File: src/rtl/instr_type.sv
`default_nettype none
// ============================================================================
// Module      : instr_type (package)
// Description : Load kind and load error encodings shared by the load unit.
// Revision    : 1.0 - initial release
// ============================================================================
package instr_type;

    typedef enum logic [2:0] {
        lk_lb      = 3'd0,
        lk_lh      = 3'd1,
        lk_lw      = 3'd2,
        lk_lbu     = 3'd3,
        lk_lhu     = 3'd4,
        lk_invalid = 3'd7
    } load_kind_t;

    typedef enum logic [1:0] {
        le_none       = 2'd0,
        le_illegal    = 2'd1,
        le_misaligned = 2'd2,
        le_timeout    = 2'd3
    } load_err_t;

    // Errors detectable at accept time, before any memory access.
    function automatic load_err_t load_check(input load_kind_t kind, input logic [1:0] ea_lo);
        load_err_t err;
        err = le_none;
        case (kind)
            lk_lb, lk_lbu: err = le_none;
            lk_lh, lk_lhu: err = ea_lo[0] ? le_misaligned : le_none;
            lk_lw:         err = (ea_lo != 2'b00) ? le_misaligned : le_none;
            default:       err = le_illegal;
        endcase
        return err;
    endfunction

endpackage
`default_nettype wire

File: src/rtl/load_unit_if.sv
`default_nettype none
// ============================================================================
// Module      : load_unit_if
// Description : Request, memory and result channels of the load unit.
// Revision    : 1.0 - initial release
// ============================================================================
interface load_unit_if;
    import instr_type::*;

    logic        in_valid;
    logic        in_ready;
    load_kind_t  kind;
    logic [31:0] base;
    logic [11:0] offset;
    logic [4:0]  rd;

    logic        mem_req;
    logic [31:0] mem_addr;
    logic        mem_gnt;
    logic        mem_rvalid;
    logic [31:0] mem_rdata;

    logic        out_valid;
    logic        out_ready;
    logic [31:0] out_data;
    logic [4:0]  out_rd;
    load_err_t   out_err;

    modport master (
        output in_valid, kind, base, offset, rd, mem_gnt, mem_rvalid, mem_rdata, out_ready,
        input  in_ready, mem_req, mem_addr, out_valid, out_data, out_rd, out_err
    );

    modport slave (
        input  in_valid, kind, base, offset, rd, mem_gnt, mem_rvalid, mem_rdata, out_ready,
        output in_ready, mem_req, mem_addr, out_valid, out_data, out_rd, out_err
    );

endinterface
`default_nettype wire

File: src/rtl/load_extract.sv
`default_nettype none
// ============================================================================
// Module      : load_extract
// Description : Byte/half lane select and sign/zero extension of read data.
// Revision    : 1.0 - initial release
// ============================================================================
module load_extract
    import instr_type::*;
(
    input  load_kind_t  kind,
    input  logic [1:0]  ea_lo,
    input  logic [31:0] rdata,
    output logic [31:0] data
);

    logic [7:0]  w_byte;
    logic [15:0] w_half;

    always_comb begin
        w_byte = 8'(rdata >> {ea_lo, 3'b000});
        w_half = 16'(rdata >> {ea_lo[1], 4'b0000});
        data   = '0;
        case (kind)
            lk_lb:   data = {{24{w_byte[7]}}, w_byte};
            lk_lbu:  data = {24'd0, w_byte};
            lk_lh:   data = {{16{w_half[15]}}, w_half};
            lk_lhu:  data = {16'd0, w_half};
            lk_lw:   data = rdata;
            default: data = '0;
        endcase
    end

endmodule
`default_nettype wire

File: src/rtl/load_unit.sv
`default_nettype none
// ============================================================================
// Module      : load_unit
// Description : Single-outstanding load unit: address generation, alignment
//               check, memory read with timeout and result extension.
// Revision    : 1.0 - initial release
// ============================================================================
module load_unit
    import instr_type::*;
#(
    parameter int MEM_TIMEOUT = 255
) (
    input  logic        clk,
    input  logic        rst,
    load_unit_if.slave  bus
);

    typedef enum logic [1:0] {
        ST_IDLE = 2'd0,
        ST_REQ  = 2'd1,
        ST_WAIT = 2'd2,
        ST_RESP = 2'd3
    } state_t;

    state_t      r_state;
    state_t      w_state_nxt;
    load_kind_t  r_kind;
    logic [31:0] r_ea;
    logic [31:0] r_data;
    logic [4:0]  r_rd;
    load_err_t   r_err;
    logic [7:0]  r_cnt;

    logic        w_accept;
    logic        w_timeout;
    logic [31:0] w_ea;
    logic [31:0] w_ext;
    load_err_t   w_chk_err;

    assign w_ea      = bus.base + {{20{bus.offset[11]}}, bus.offset};
    assign w_chk_err = load_check(bus.kind, w_ea[1:0]);
    assign w_accept  = bus.in_valid && (r_state == ST_IDLE);
    // r_cnt counts WAIT cycles already spent, so this is the last allowed one.
    assign w_timeout = (r_cnt == 8'(MEM_TIMEOUT - 1));

    load_extract u_extract (
        .kind  (r_kind),
        .ea_lo (r_ea[1:0]),
        .rdata (bus.mem_rdata),
        .data  (w_ext)
    );

    always_ff @(posedge clk) begin
        if (!rst) r_state <= ST_IDLE;
        else      r_state <= w_state_nxt;
    end

    always_comb begin
        w_state_nxt   = r_state;
        bus.in_ready  = 1'b0;
        bus.mem_req   = 1'b0;
        bus.out_valid = 1'b0;
        case (r_state)
            ST_IDLE: begin
                bus.in_ready = 1'b1;
                if (bus.in_valid)
                    w_state_nxt = (w_chk_err != le_none) ? ST_RESP : ST_REQ;
            end
            ST_REQ: begin
                bus.mem_req = 1'b1;
                if (bus.mem_gnt) w_state_nxt = ST_WAIT;
            end
            ST_WAIT: begin
                if (bus.mem_rvalid || w_timeout) w_state_nxt = ST_RESP;
            end
            ST_RESP: begin
                bus.out_valid = 1'b1;
                if (bus.out_ready) w_state_nxt = ST_IDLE;
            end
            default: w_state_nxt = ST_IDLE;
        endcase
    end

    always_ff @(posedge clk) begin
        if (!rst) begin
            r_kind <= lk_lb;
            r_ea   <= '0;
            r_data <= '0;
            r_rd   <= '0;
            r_err  <= le_none;
            r_cnt  <= '0;
        end else begin
            if (w_accept) begin
                r_kind <= bus.kind;
                r_rd   <= bus.rd;
                r_ea   <= w_ea;
                r_err  <= w_chk_err;
                r_data <= '0;
            end
            if (r_state == ST_WAIT) begin
                r_cnt <= r_cnt + 8'd1;
                if (bus.mem_rvalid) begin
                    r_data <= w_ext;
                    r_err  <= le_none;
                end else if (w_timeout) begin
                    r_data <= '0;
                    r_err  <= le_timeout;
                end
            end else begin
                r_cnt <= '0;
            end
        end
    end

    assign bus.mem_addr = {r_ea[31:2], 2'b00};
    assign bus.out_data = r_data;
    assign bus.out_rd   = r_rd;
    assign bus.out_err  = r_err;

endmodule
`default_nettype wire

File: src/flat_wrapper.sv
// flat-port wrapper written by rule: the top's interface ports become plain ports
module load_unit_flat import instr_type::*;
#(
    parameter int MEM_TIMEOUT = 255
)
  (clk, rst, bus_in_valid, bus_kind, bus_base, bus_offset, bus_rd, bus_mem_gnt, bus_mem_rvalid, bus_mem_rdata, bus_out_ready, bus_in_ready, bus_mem_req, bus_mem_addr, bus_out_valid, bus_out_data, bus_out_rd, bus_out_err);
  load_unit_if bus_i ();
  input  logic clk;
  input  logic rst;
  input wire logic [$bits(bus_i.in_valid)-1:0] bus_in_valid;
  input wire logic [$bits(bus_i.kind)-1:0] bus_kind;
  input wire logic [$bits(bus_i.base)-1:0] bus_base;
  input wire logic [$bits(bus_i.offset)-1:0] bus_offset;
  input wire logic [$bits(bus_i.rd)-1:0] bus_rd;
  input wire logic [$bits(bus_i.mem_gnt)-1:0] bus_mem_gnt;
  input wire logic [$bits(bus_i.mem_rvalid)-1:0] bus_mem_rvalid;
  input wire logic [$bits(bus_i.mem_rdata)-1:0] bus_mem_rdata;
  input wire logic [$bits(bus_i.out_ready)-1:0] bus_out_ready;
  output wire logic [$bits(bus_i.in_ready)-1:0] bus_in_ready;
  output wire logic [$bits(bus_i.mem_req)-1:0] bus_mem_req;
  output wire logic [$bits(bus_i.mem_addr)-1:0] bus_mem_addr;
  output wire logic [$bits(bus_i.out_valid)-1:0] bus_out_valid;
  output wire logic [$bits(bus_i.out_data)-1:0] bus_out_data;
  output wire logic [$bits(bus_i.out_rd)-1:0] bus_out_rd;
  output wire logic [$bits(bus_i.out_err)-1:0] bus_out_err;
  assign bus_i.in_valid = bus_in_valid;
  assign bus_i.kind = bus_kind;
  assign bus_i.base = bus_base;
  assign bus_i.offset = bus_offset;
  assign bus_i.rd = bus_rd;
  assign bus_i.mem_gnt = bus_mem_gnt;
  assign bus_i.mem_rvalid = bus_mem_rvalid;
  assign bus_i.mem_rdata = bus_mem_rdata;
  assign bus_i.out_ready = bus_out_ready;
  assign bus_in_ready = bus_i.in_ready;
  assign bus_mem_req = bus_i.mem_req;
  assign bus_mem_addr = bus_i.mem_addr;
  assign bus_out_valid = bus_i.out_valid;
  assign bus_out_data = bus_i.out_data;
  assign bus_out_rd = bus_i.out_rd;
  assign bus_out_err = bus_i.out_err;
  load_unit #(.MEM_TIMEOUT(MEM_TIMEOUT)) u_core (.clk(clk), .rst(rst), .bus(bus_i));
endmodule
File: config.mk
export PLATFORM = sky130hd
export DESIGN_NAME = load_unit_flat
export DESIGN_NICKNAME = d
export VERILOG_FILES = /design/src/rtl/instr_type.sv /design/src/rtl/load_unit_if.sv /design/src/rtl/load_extract.sv /design/src/rtl/load_unit.sv /design/src/flat_wrapper.sv
export SDC_FILE = /design/constraint.sdc
export NUM_CORES = 1
export LEC_CHECK = 0
export CELL_PAD_IN_SITES_DETAIL_PLACEMENT = 0
export CELL_PAD_IN_SITES_GLOBAL_PLACEMENT = 1
export CORE_ASPECT_RATIO = 1.5
export CORE_MARGIN = 2
export CORE_UTILIZATION = 38
export DETAILED_ROUTE_END_ITERATION = 8
export PLACE_DENSITY = 0.85
export SLEW_MARGIN = 20
export SYNTH_ARGS = -nofsm -noshare
export SYNTH_HDL_FRONTEND = slang
export SYNTH_HIERARCHICAL = 1
export SYNTH_SLANG_ARGS = --single-unit
File: constraint.sdc
create_clock -name clk -period 5.9 [get_ports clk]
set_input_delay 1.475 -clock clk [delete_from_list [all_inputs] [get_ports clk]]
set_output_delay 1.475 -clock clk [all_outputs]
set_load 0.01 [all_outputs]
# --- Yosys cells after proc, flatten, opt, wreduce, memory -nomap -nowiden ---
# Index checks and enable logic that the tools add are counted.
classes:
  reduce_logical: 11
  addsub: 2
  n_mux: 21
  eq_ne: 16
  n_shift: 2
op_table:
  columns: ["op", "count"]
  rows:
  - ["$pmux W32 S5", 1]
  - ["$mux W32", 4]
  - ["$add A32 B32 Y32", 1]
  - ["$shr A32 B5 Y16", 1]
  - ["$shr A32 B5 Y8", 1]
  - ["$mux W2", 11]
  - ["$eq A3 B2 Y1 const B", 4]
  - ["$add A8 B1 Y8 const B", 1]
  - ["$eq A8 B8 Y1 const B", 1]
  - ["$pmux W2 S4", 1]
  - ["$eq A3 B1 Y1 const B", 2]
  - ["$eq A3 B3 Y1 const B", 2]
  - ["$logic_not A3 Y1", 2]
  - ["$ne A2 B2 Y1 const B", 3]
  - ["$pmux W2 S3", 1]
  - ["$eq A2 B2 Y1 const B", 2]
  - ["$reduce_and A4 Y1", 1]
  - ["$reduce_bool A2 Y1", 2]
  - ["$reduce_or A2 Y1", 2]
  - ["$mux W1", 3]
  - ["$eq A2 B1 Y1 const B", 1]
  - ["$logic_not A2 Y1", 1]
  - ["$ne A2 B1 Y1 const B", 1]
  - ["$reduce_and A2 Y1", 1]
  - ["2 further kinds", 2]
totals:
  register_bits: 84

# --- Longest topological paths before layout ---
logic_depth:
  ltp_word: 8
  mapped_depth: 10

# --- Cells and area by module ---
# Netlist, hierarchy kept.
by_module_without_submodules:
  columns: ["module", "cells_per_inst", "instances", "area_each_um2"]
  rows:
  - ["load_unit", 640, 1, 5071.1]
  - ["load_extract", 84, 1, 704.4]

# --- Worst setup path after synthesis ---
# Ideal clock, no wire load.
synth_path:
  path_kind: "input to register"
  startpoint: "in bus_base[0]"
  endpoint: "reg u_core.r_ea[26]"
  t_arrival_ns: 3.201
  path_stages: 10
  setup_time_ns: 0.087
  slack_ns: 2.612
  cell_sequence: "ha_1 > inv_1 > fa_1 > nor2b_1 > o2111ai_1 > a211oi_1 > o21ai_1 > a21oi_1 > nor3_1 > o31ai_1"
synth_via:
  elab_chain_len: 1
synth_rtl:
  columns: ["element", "line_no", "rtl"]
  rows:
  - ["from (decl)", "flat_wrapper.sv:12", "input wire logic [$bits(bus_i.base)-1:0] bus_base;"]
  - ["$add A32 B32 Y32", "load_unit.sv:40", "assign w_ea = bus.base + {{20{bus.offset[11]}}, bus.offset};"]
  - ["to (signal assigned)", "load_unit.sv:96", "r_ea <= w_ea;"]
  - ["to (decl)", "load_unit.sv:28", "logic [31:0] r_ea;"]
# No other way between the ends.
# A chain may end at the register's enable or synchronous reset.

# --- Worst setup path in the final report ---
layout_path:
  startpoint: "in bus_offset[11]"
  endpoint: "reg u_core.r_ea[31]"
layout_via:
  elab_chain_len: 1
layout_rtl:
  columns: ["element", "line_no", "rtl"]
  rows:
  - ["from (decl)", "flat_wrapper.sv:13", "input wire logic [$bits(bus_i.offset)-1:0] bus_offset;"]
  - ["$add A32 B32 Y32", "load_unit.sv:40", null]
# No other way between the ends.

==> impl_metrics.json <==
{
  "setup_viol": 0,
  "synth-edff-count": 0,
  "hold_viol": 0,
  "maxSlewHeadroom": 0.362,
  "synth_cells": 724,
  "numCtsBuffers": 9,
  "timing.rr.end": "u_core/r_ea[23]$_SDFFE_PN0P_",
  "synth.distinct_cells": 70,
  "fin_skew_ns": 0.00707,
  "power_frac_seq": 0.314,
  "multi_input_area_um2": 3610,
  "clkTransAtPathRegs_ns": 0.07,
  "routed_via_density": 5.64,
  "post-route-period-util": 0.738,
  "power_leakage_nw": 2.85,
  "worstHoldPathType": "reg -> reg",
  "cp_common_cell": "a21oi_1",
  "rows": 55,
  "fin_ws_ns": 1.55,
  "core_um2": 15000,
  "async_flop_share": 0,
  "ys_seq_elements": 84,
  "synth_top_area_share": 0.291,
  "cp-start-kind": "primary input",
  "drc": 0,
  "outcome": "completed",
  "root_buffer": "clkbuf_16",
  "antenna_found_initial": 0,
  "yosysTopAreaCell": "dfxtp_1",
  "power_frac_clock": 0.241,
  "areaGrowthSynthToFinish_pct": 30.4,
  "cts-hold-fix-buffers": 0,
  "ys_seq_area_frac": 0.291,
  "netlist_area_um2": 5780,
  "period_needed_ns": 4.35,
  "synthTopCellsByArea": "dfxtp_1 29%, ha_1 8.0%, nand2_1 5.3%, a21oi_1 4.7%, buf_4 4.3%",
  "rr_worst_depth": 8,
  "grt_max_degree": 45,
  "clockBufferDepth": 2,
  "ant_nets": 0,
  "first_iter_violations": 323,
  "antennaDiodeCount": 0,
  "max_freq_mhz": 230,
  "rrSetupSlack_ns": 3.47,
  "die_area_um2": 16200,
  "slew_viol_final": 0,
  "first_pass_iters": 5,
  "via_count": 5789,
  "crit_slowest_cell": "clkdlybuf4s50_1",
  "wl_per_cell_um": 18.0,
  "p_int_mw": 1.43,
  "cts_setup_buffers": 0,
  "first_global_vias": 5716,
  "synth_area_per_cell_um2": 7.98,
  "crit_fanout": 21,
  "layout-drive-gt1-share": 0.0592,
  "clock_latency_ns": 0.34,
  "finalWeightedCongestion": 0.885,
  "criticalPathCategory": "in -> reg",
  "min_to": "u_core/r_ea[12]$_SDFFE_PN0P_",
  "setup-tns-final_ns": 0,
  "cts_tree": "built",
  "cts.sinks": 84,
  "switching_power_mw": 0.898,
  "htreeDepth": 3,
  "cp-end-kind": "flip-flop",
  "reg2reg_from": "u_core/r_state[0]$_SDFFE_PN0P_",
  "path_cells": "clkdlybuf4s50_1, ha_1, a21oi_1, o21ai_0, nand2b_1, a21oi_1, a211o_1, or3_1, a31oi_1",
  "fillers": 1516,
  "dp_slack_ns": 1.23,
  "cp.arrival_ns": 4.62,
  "powerDensity_nw_per_um2": 310,
  "combPwrFrac": 0.445,
  "nets": 951,
  "hpwl_um": 14100,
  "regArea_um2": 1680,
  "portBuffers": 161,
  "initial_core_util": 0.385,
  "die_width_um": 105,
  "fp.dieH_um": 155,
  "netSwitchingFraction": 0.385,
  "synth_flop_cell": "dfxtp_1",
  "yosys_warnings": 6,
  "grt-ovfl-total": 0,
  "holdCritStartpoint": "u_core/r_ea[12]$_SDFFE_PN0P_",
  "ir_worst_vdd_uv": 140,
  "cp.required_ns": 6.17,
  "grt_pass1_wl_um": 29300,
  "cap_violations": 0,
  "worst_path_largest_cell_delay_ns": 0.93,
  "crit_start": "bus_offset[11]",
  "cts_resized": 0,
  "finalWirelength_um": 18500,
  "worst_pin_slew_ns": 0.953,
  "io_pins": 164,
  "grt_usage": 0.226,
  "rsz0062_at_grt": "no",
  "holdWs_ns": 0.457,
  "min_path_cells": 2
}
==> worst max-delay path by stage <==
stage / to / slack, ns
after CTS: u_core/r_ea[31]$_SDFFE_PN0P_ / 1.60
after global placement: u_core/r_ea[31]$_SDFFE_PN0P_ / 1.35
after detailed placement: u_core/r_ea[31]$_SDFFE_PN0P_ / 1.23
final: u_core/r_ea[31]$_SDFFE_PN0P_ / 1.55
after global routing: u_core/r_ea[31]$_SDFFE_PN0P_ / 1.39
after floorplan: u_core/r_ea[26]$_SDFFE_PN0P_ / 2.61
==> critical path: cells and delay by family <==
kind,cells,cell delay (ns)
buffers and inverters,1,0.93
AOI/OAI and AO/OA,5,0.99
and+or+nand+nor,2,0.52
adders and majority gates,1,0.68
==> registers in the layout, summed over array words and instances, names as in the netlist <==
| register | count |
|---|---|
| u_core/bus.out_data | 32 |
| u_core/r_ea | 32 |
| u_core/r_cnt | 8 |
| u_core/bus.out_rd | 5 |
| u_core/r_kind | 3 |
| u_core/bus.out_err | 2 |
| u_core/r_state | 2 |
==> area by class of cell <==
type                       count  share of cell area
multi-input combinational    549               0.479
sequential                    84               0.223
timing repair buffer         166               0.219
tap                          199              0.0331
clock buffer                   9              0.0299
clock inverter                 7             0.00914
inverter                      13             0.00648
==> power groups by stage <==
stage	logic, mW	clock network [mW]	registers (mW)
floorplan	0.711	0	0.725
global placement	1.03	0	0.741
detailed placement	1.03	0	0.745
CTS	1.04	0.587	0.733
global route	1.13	0.609	0.744
finish	1.04	0.562	0.732
==> cells in the final DEF (no fill, tap or decap), types with 3 or more instances in the layout <==
cell type and n:
a21o_1 22, and2_1 9, or3_1 13, a22oi_1 32, nor2_1 65, nand3_1 28, xnor2_1 15, nand4_1 9
o211ai_1 6, a21boi_0 3, nor2b_1 5, mux2_2 8, inv_1 12, a21o_2 4, buf_4 5, mux2i_1 10
a2111oi_0 5, a221o_1 14, o21a_1 4, dfxtp_1 84, o21ai_0 33, xor2_1 9, a211o_1 3, ha_1 37
nand2_1 81, nor3_1 16, a31oi_1 8, a211oi_1 4, clkdlybuf4s50_1 161, a21oi_1 54, nand2b_1 5, clkbuf_16 9
==> per-stage QoR <==
stage               cells  cell area, um^2   util  total power, mW
CTS                  1027             7530  0.502             2.36
detailed placement   1011             7230  0.482             1.78
floorplan             725             5780      -             1.44
global placement     1011             7230  0.482             1.77
global route         1027             7530  0.502             2.49
finish               1027             7530  0.502             2.33
==> Yosys cell counts, types with 6 or more instances <==
library cell and n:
clkbuf_1 36, xnor2_1 15, o211ai_1 6, nor3_1 16
and2_1 10, ha_1 37, buf_4 33, xor2_1 9
a221o_1 14, nand3_1 28, or3_1 13, mux2i_1 10
a21oi_1 54, nand2_1 81, inv_1 12, o21ai_0 33
a21o_1 22, nand4_1 9, dfxtp_1 84, mux2_2 8
a31oi_1 8, buf_2 8, a22oi_1 32, nor2_1 65
==> metal layers <==
layer | GRT usage | share of wire | up-vias
li1 | - | - | 2804
met1 | 0.241 | 0.38 | 2755
met2 | 0.427 | 0.53 | 189
met3 | 0.0436 | 0.048 | 41
met4 | 0.0990 | 0.039 | 0
met5 | 0 | 0 | -
==> logic make-up after synthesis <==
family          count (synthesis)  share of synthesized area
simple gates                  244                      0.195
compound gates                221                      0.269
buf+inv                        92                     0.0856
flops                          84                      0.291
fa+ha+maj                      38                     0.0836
xor+xnor                       24                     0.0364
mux                            20                     0.0388
other cells                     1                   0.000649
Note: power is estimated with default switching activity, not from simulation.
==> variant 1: new RTL, same flow settings <==
Make the reset (`rst`) asynchronous in 2 clocked blocks.
--- a/src/rtl/load_unit.sv
+++ b/src/rtl/load_unit.sv
@@ -50,7 +50,7 @@
         .data  (w_ext)
     );
 
-    always_ff @(posedge clk) begin
+    always_ff @(posedge clk or negedge rst) begin
         if (!rst) r_state <= ST_IDLE;
         else      r_state <= w_state_nxt;
     end
@@ -81,7 +81,7 @@
         endcase
     end
 
-    always_ff @(posedge clk) begin
+    always_ff @(posedge clk or negedge rst) begin
         if (!rst) begin
             r_kind <= lk_lb;
             r_ea   <= '0;
Check against the original RTL: differs if rst is asserted again (counterexample within 4 cycles, from zero or initial values and one cycle with rst low); with rst held inactive, the same outputs for 4 cycles.
==> variant 1 against the unedited design <==
Design area grew 4.7%; highest routed layer unchanged; cell count fell by 4.3%; setup slack got worse by 0.11 ns; register-to-register slack better by 0.11 ns; sequential cell count is the same; count of clock-buffer cells in the layout up 1; die area up 6.2%; first-iteration DRC count is 36% lower; total power is 40% higher; routed wire length shrank 5.1%; area after synthesis up 6.4%; global-route usage decreased by 2.0 points; synthesized cell count decreased by 7.6%.
==> variant 1: results <==
{
  "reg2reg_from": "u_core/r_state[0]",
  "synthArstFlopShare": 1.00,
  "grt_pass1_vias": 5652,
  "place_inst": 967,
  "place_area_sq_um": 7580,
  "hold_ws_ns": 0.485,
  "antenna_found_initial": 1,
  "synth_compound_area_frac": 0.272,
  "yosys-top-cells-count": "84 x dfrtp_1, 83 x nand2_1, 40 x o21ai_0, 39 x a21oi_1, 37 x ha_1",
  "synthAdderAreaFrac": 0.0786,
  "status": "finished clean",
  "use_met1": 0.228,
  "wl_met1_microns": 6810,
  "endpoint": "u_core/r_ea[20]",
  "vias": 5518,
  "syn_inst": 669,
  "synth_xor_area_frac": 0.0385,
  "dp_hpwl_microns": 13500,
  "layout-drive-gt1-share": 0.0744,
  "grt_start_max_net_pins": 54,
  "yosysSeqAreaShare": 0.342,
  "grt_first_pass_wirelength_microns": 28200,
  "drt_iter0_markers": 208,
  "gp_congestion": 0.859,
  "viasPerCell": 5.61,
  "synth_mux_area_frac": 0.0332,
  "tightestPinTransition_ns": 0.908,
  "yosys.cell_types.count": 74,
  "wire_per_inst_microns": 17.9,
  "ir_worst_vdd_uv": 198,
  "layout.nets": 903,
  "wl_met3_microns": 923,
  "track_usage": 0.205,
  "reg2reg_slack_ns": 3.58,
  "holdPathEnd": "u_core/bus.out_rd[1]",
  "p_leak_nw": 3.53,
  "wl_met2_microns": 9160,
  "worstPathArrival_ns": 4.67,
  "synth_top_cells_by_area": "dfrtp_1 34%, ha_1 7.5%, nand2_1 5.1%",
  "timing.rr.end": "u_core/r_ea[24]",
  "r2r_cells": 6,
  "fillers": 1520,
  "regArea_sq_um": 2100,
  "hp-start": "u_core/bus.out_rd[1]"
}
## variant 1: changes by cell type in the layout (fill, tap and decap cells not counted), sizes merged, moves of 6 or more
cell   before  now
nor2       65   19
nand3      28   13
a21oi      56   42
o21ai      35   43
a21o       26   38
or3        13    3
dfxtp      84    0
a22o        0   32
a31oi       9    3
dfrtp       0   84
a22oi      32    0
## variant 1: final cells by class
class / instances / area share
multi-input cells: 498 / 0.446
well taps: 203 / 0.0322
repair buffers: 166 / 0.209
clock buffers: 10 / 0.0291
inverters: 16 / 0.00762
flip-flops and latches: 84 / 0.267
clock inverters: 6 / 0.00921
## variant 1: critical path, stage by stage
cell and delay (ns):
clkdlybuf4s50_1 0.88, ha_1 0.61, a21oi_1 0.38, o21a_1 0.23
nand2_1 0.07, or4_4 0.44, a21oi_1 0.30, xor2_1 0.19
o21ai_1 0.08
## variant 1: where the power goes
group          internal (W)  switching, W
Clock              0.000333      0.000248
Sequential         0.000807      0.000189
Combinational      0.000884      0.000814
==> variant 2: new RTL, same flow settings <==
Without the edit above. `MEM_TIMEOUT` is set to 255 in 2 places; all go to 127.
--- a/src/rtl/load_unit.sv
+++ b/src/rtl/load_unit.sv
@@ -8,7 +8,7 @@
 module load_unit
     import instr_type::*;
 #(
-    parameter int MEM_TIMEOUT = 255
+    parameter int MEM_TIMEOUT = 127
 ) (
     input  logic        clk,
     input  logic        rst,
--- a/src/flat_wrapper.sv
+++ b/src/flat_wrapper.sv
@@ -1,7 +1,7 @@
 // flat-port wrapper written by rule: the top's interface ports become plain ports
 module load_unit_flat import instr_type::*;
 #(
-    parameter int MEM_TIMEOUT = 255
+    parameter int MEM_TIMEOUT = 127
 )
   (clk, rst, bus_in_valid, bus_kind, bus_base, bus_offset, bus_rd, bus_mem_gnt, bus_mem_rvalid, bus_mem_rdata, bus_out_ready, bus_in_ready, bus_mem_req, bus_mem_addr, bus_out_valid, bus_out_data, bus_out_rd, bus_out_err);
   load_unit_if bus_i ();
Behaviour: no difference found for any inputs over 4 cycles, from zero or initial values and one cycle with rst low; that may be too few to reach the edited logic, so the function may still have changed.
==> variant 2 against the unedited design <==
Area after synthesis increased by 2.8%; via count decreased by 0.62%; critical path type unchanged; routed wire length increased by 6.5%; total power increased by 2.6%; cell count increased by 1.2%; count of clock-buffer cells in the layout increased by 1; clock skew about the same; first-iteration DRC count decreased by 23%; largest cell class unchanged; largest power group unchanged; sequential share of layout area decreased by 0.55 points; design area increased by 2.5%; non-clock buffer count increased by 1; sequential cell count unchanged; setup slack got worse by 0.15 ns.
==> variant 2: results <==
{
  "layout-drive-gt1-share": 0.0538,
  "use_met1": 0.241,
  "relSlewSlack": 0.375,
  "viasPerCell": 5.54,
  "syn_avg_cell_area_sq_um": 8.15,
  "synth_compound_area_frac": 0.277,
  "yosysSeqAreaShare": 0.283,
  "fillers": 1541,
  "grt_start_max_net_pins": 34,
  "synth_top_cells_by_area": "dfxtp_1 28%, ha_1 7.8%, nand2_1 5.1%",
  "synthAdderAreaFrac": 0.0814,
  "layout.nets": 959,
  "synth_mux_area_frac": 0.0361,
  "wl_met3_microns": 879,
  "synth_xor_area_frac": 0.0369,
  "grt_pass1_vias": 5568,
  "p_switching_w": 0.000899,
  "worstPathArrival_ns": 4.70,
  "totalWireLength_microns": 19700,
  "dp_hpwl_microns": 15200,
  "grt_first_pass_wirelength_microns": 29600,
  "place_inst": 1023,
  "place_area_sq_um": 7410,
  "wl_met1_microns": 7470,
  "wl_met2_microns": 10800,
  "drt_iter0_markers": 249,
  "track_usage": 0.231,
  "grt.met3_usage": 0.0364,
  "p_leak_nw": 2.95,
  "slowest_delay_ns": 0.91,
  "status": "finished clean"
}
## variant 2: cell type report
| class | count | area share |
|---|---|---|
| flip-flops and latches | 84 | 0.218 |
| well taps | 203 | 0.0329 |
| multi-input cells | 553 | 0.487 |
| inverters | 16 | 0.00778 |
| clock buffers | 10 | 0.0310 |
| repair buffers | 167 | 0.214 |
| clock inverters | 6 | 0.00908 |
## variant 2: power groups by stage
stage	sequential (W)	combinational [W]	clock (W)
3_3_place_gp	0.000745	0.00106	0
5_1_grt	0.000745	0.00115	0.000635
2_1_floorplan	0.000725	0.000707	0
3_5_place_dp	0.000746	0.00106	0
6_report	0.000733	0.00106	0.000595
4_1_cts	0.000734	0.00107	0.000615
## variant 2: worst paths after layout
check | start | end | slack [ns]
min | u_core/r_ea[31] | u_core/r_ea[31] | 0.46
max reg2reg | u_core/r_ea[1] | u_core/bus.out_data[13] | 3.51
max | bus_offset[11] | u_core/r_ea[31] | 1.40
min reg2reg | u_core/r_ea[31] | u_core/r_ea[31] | 0.46
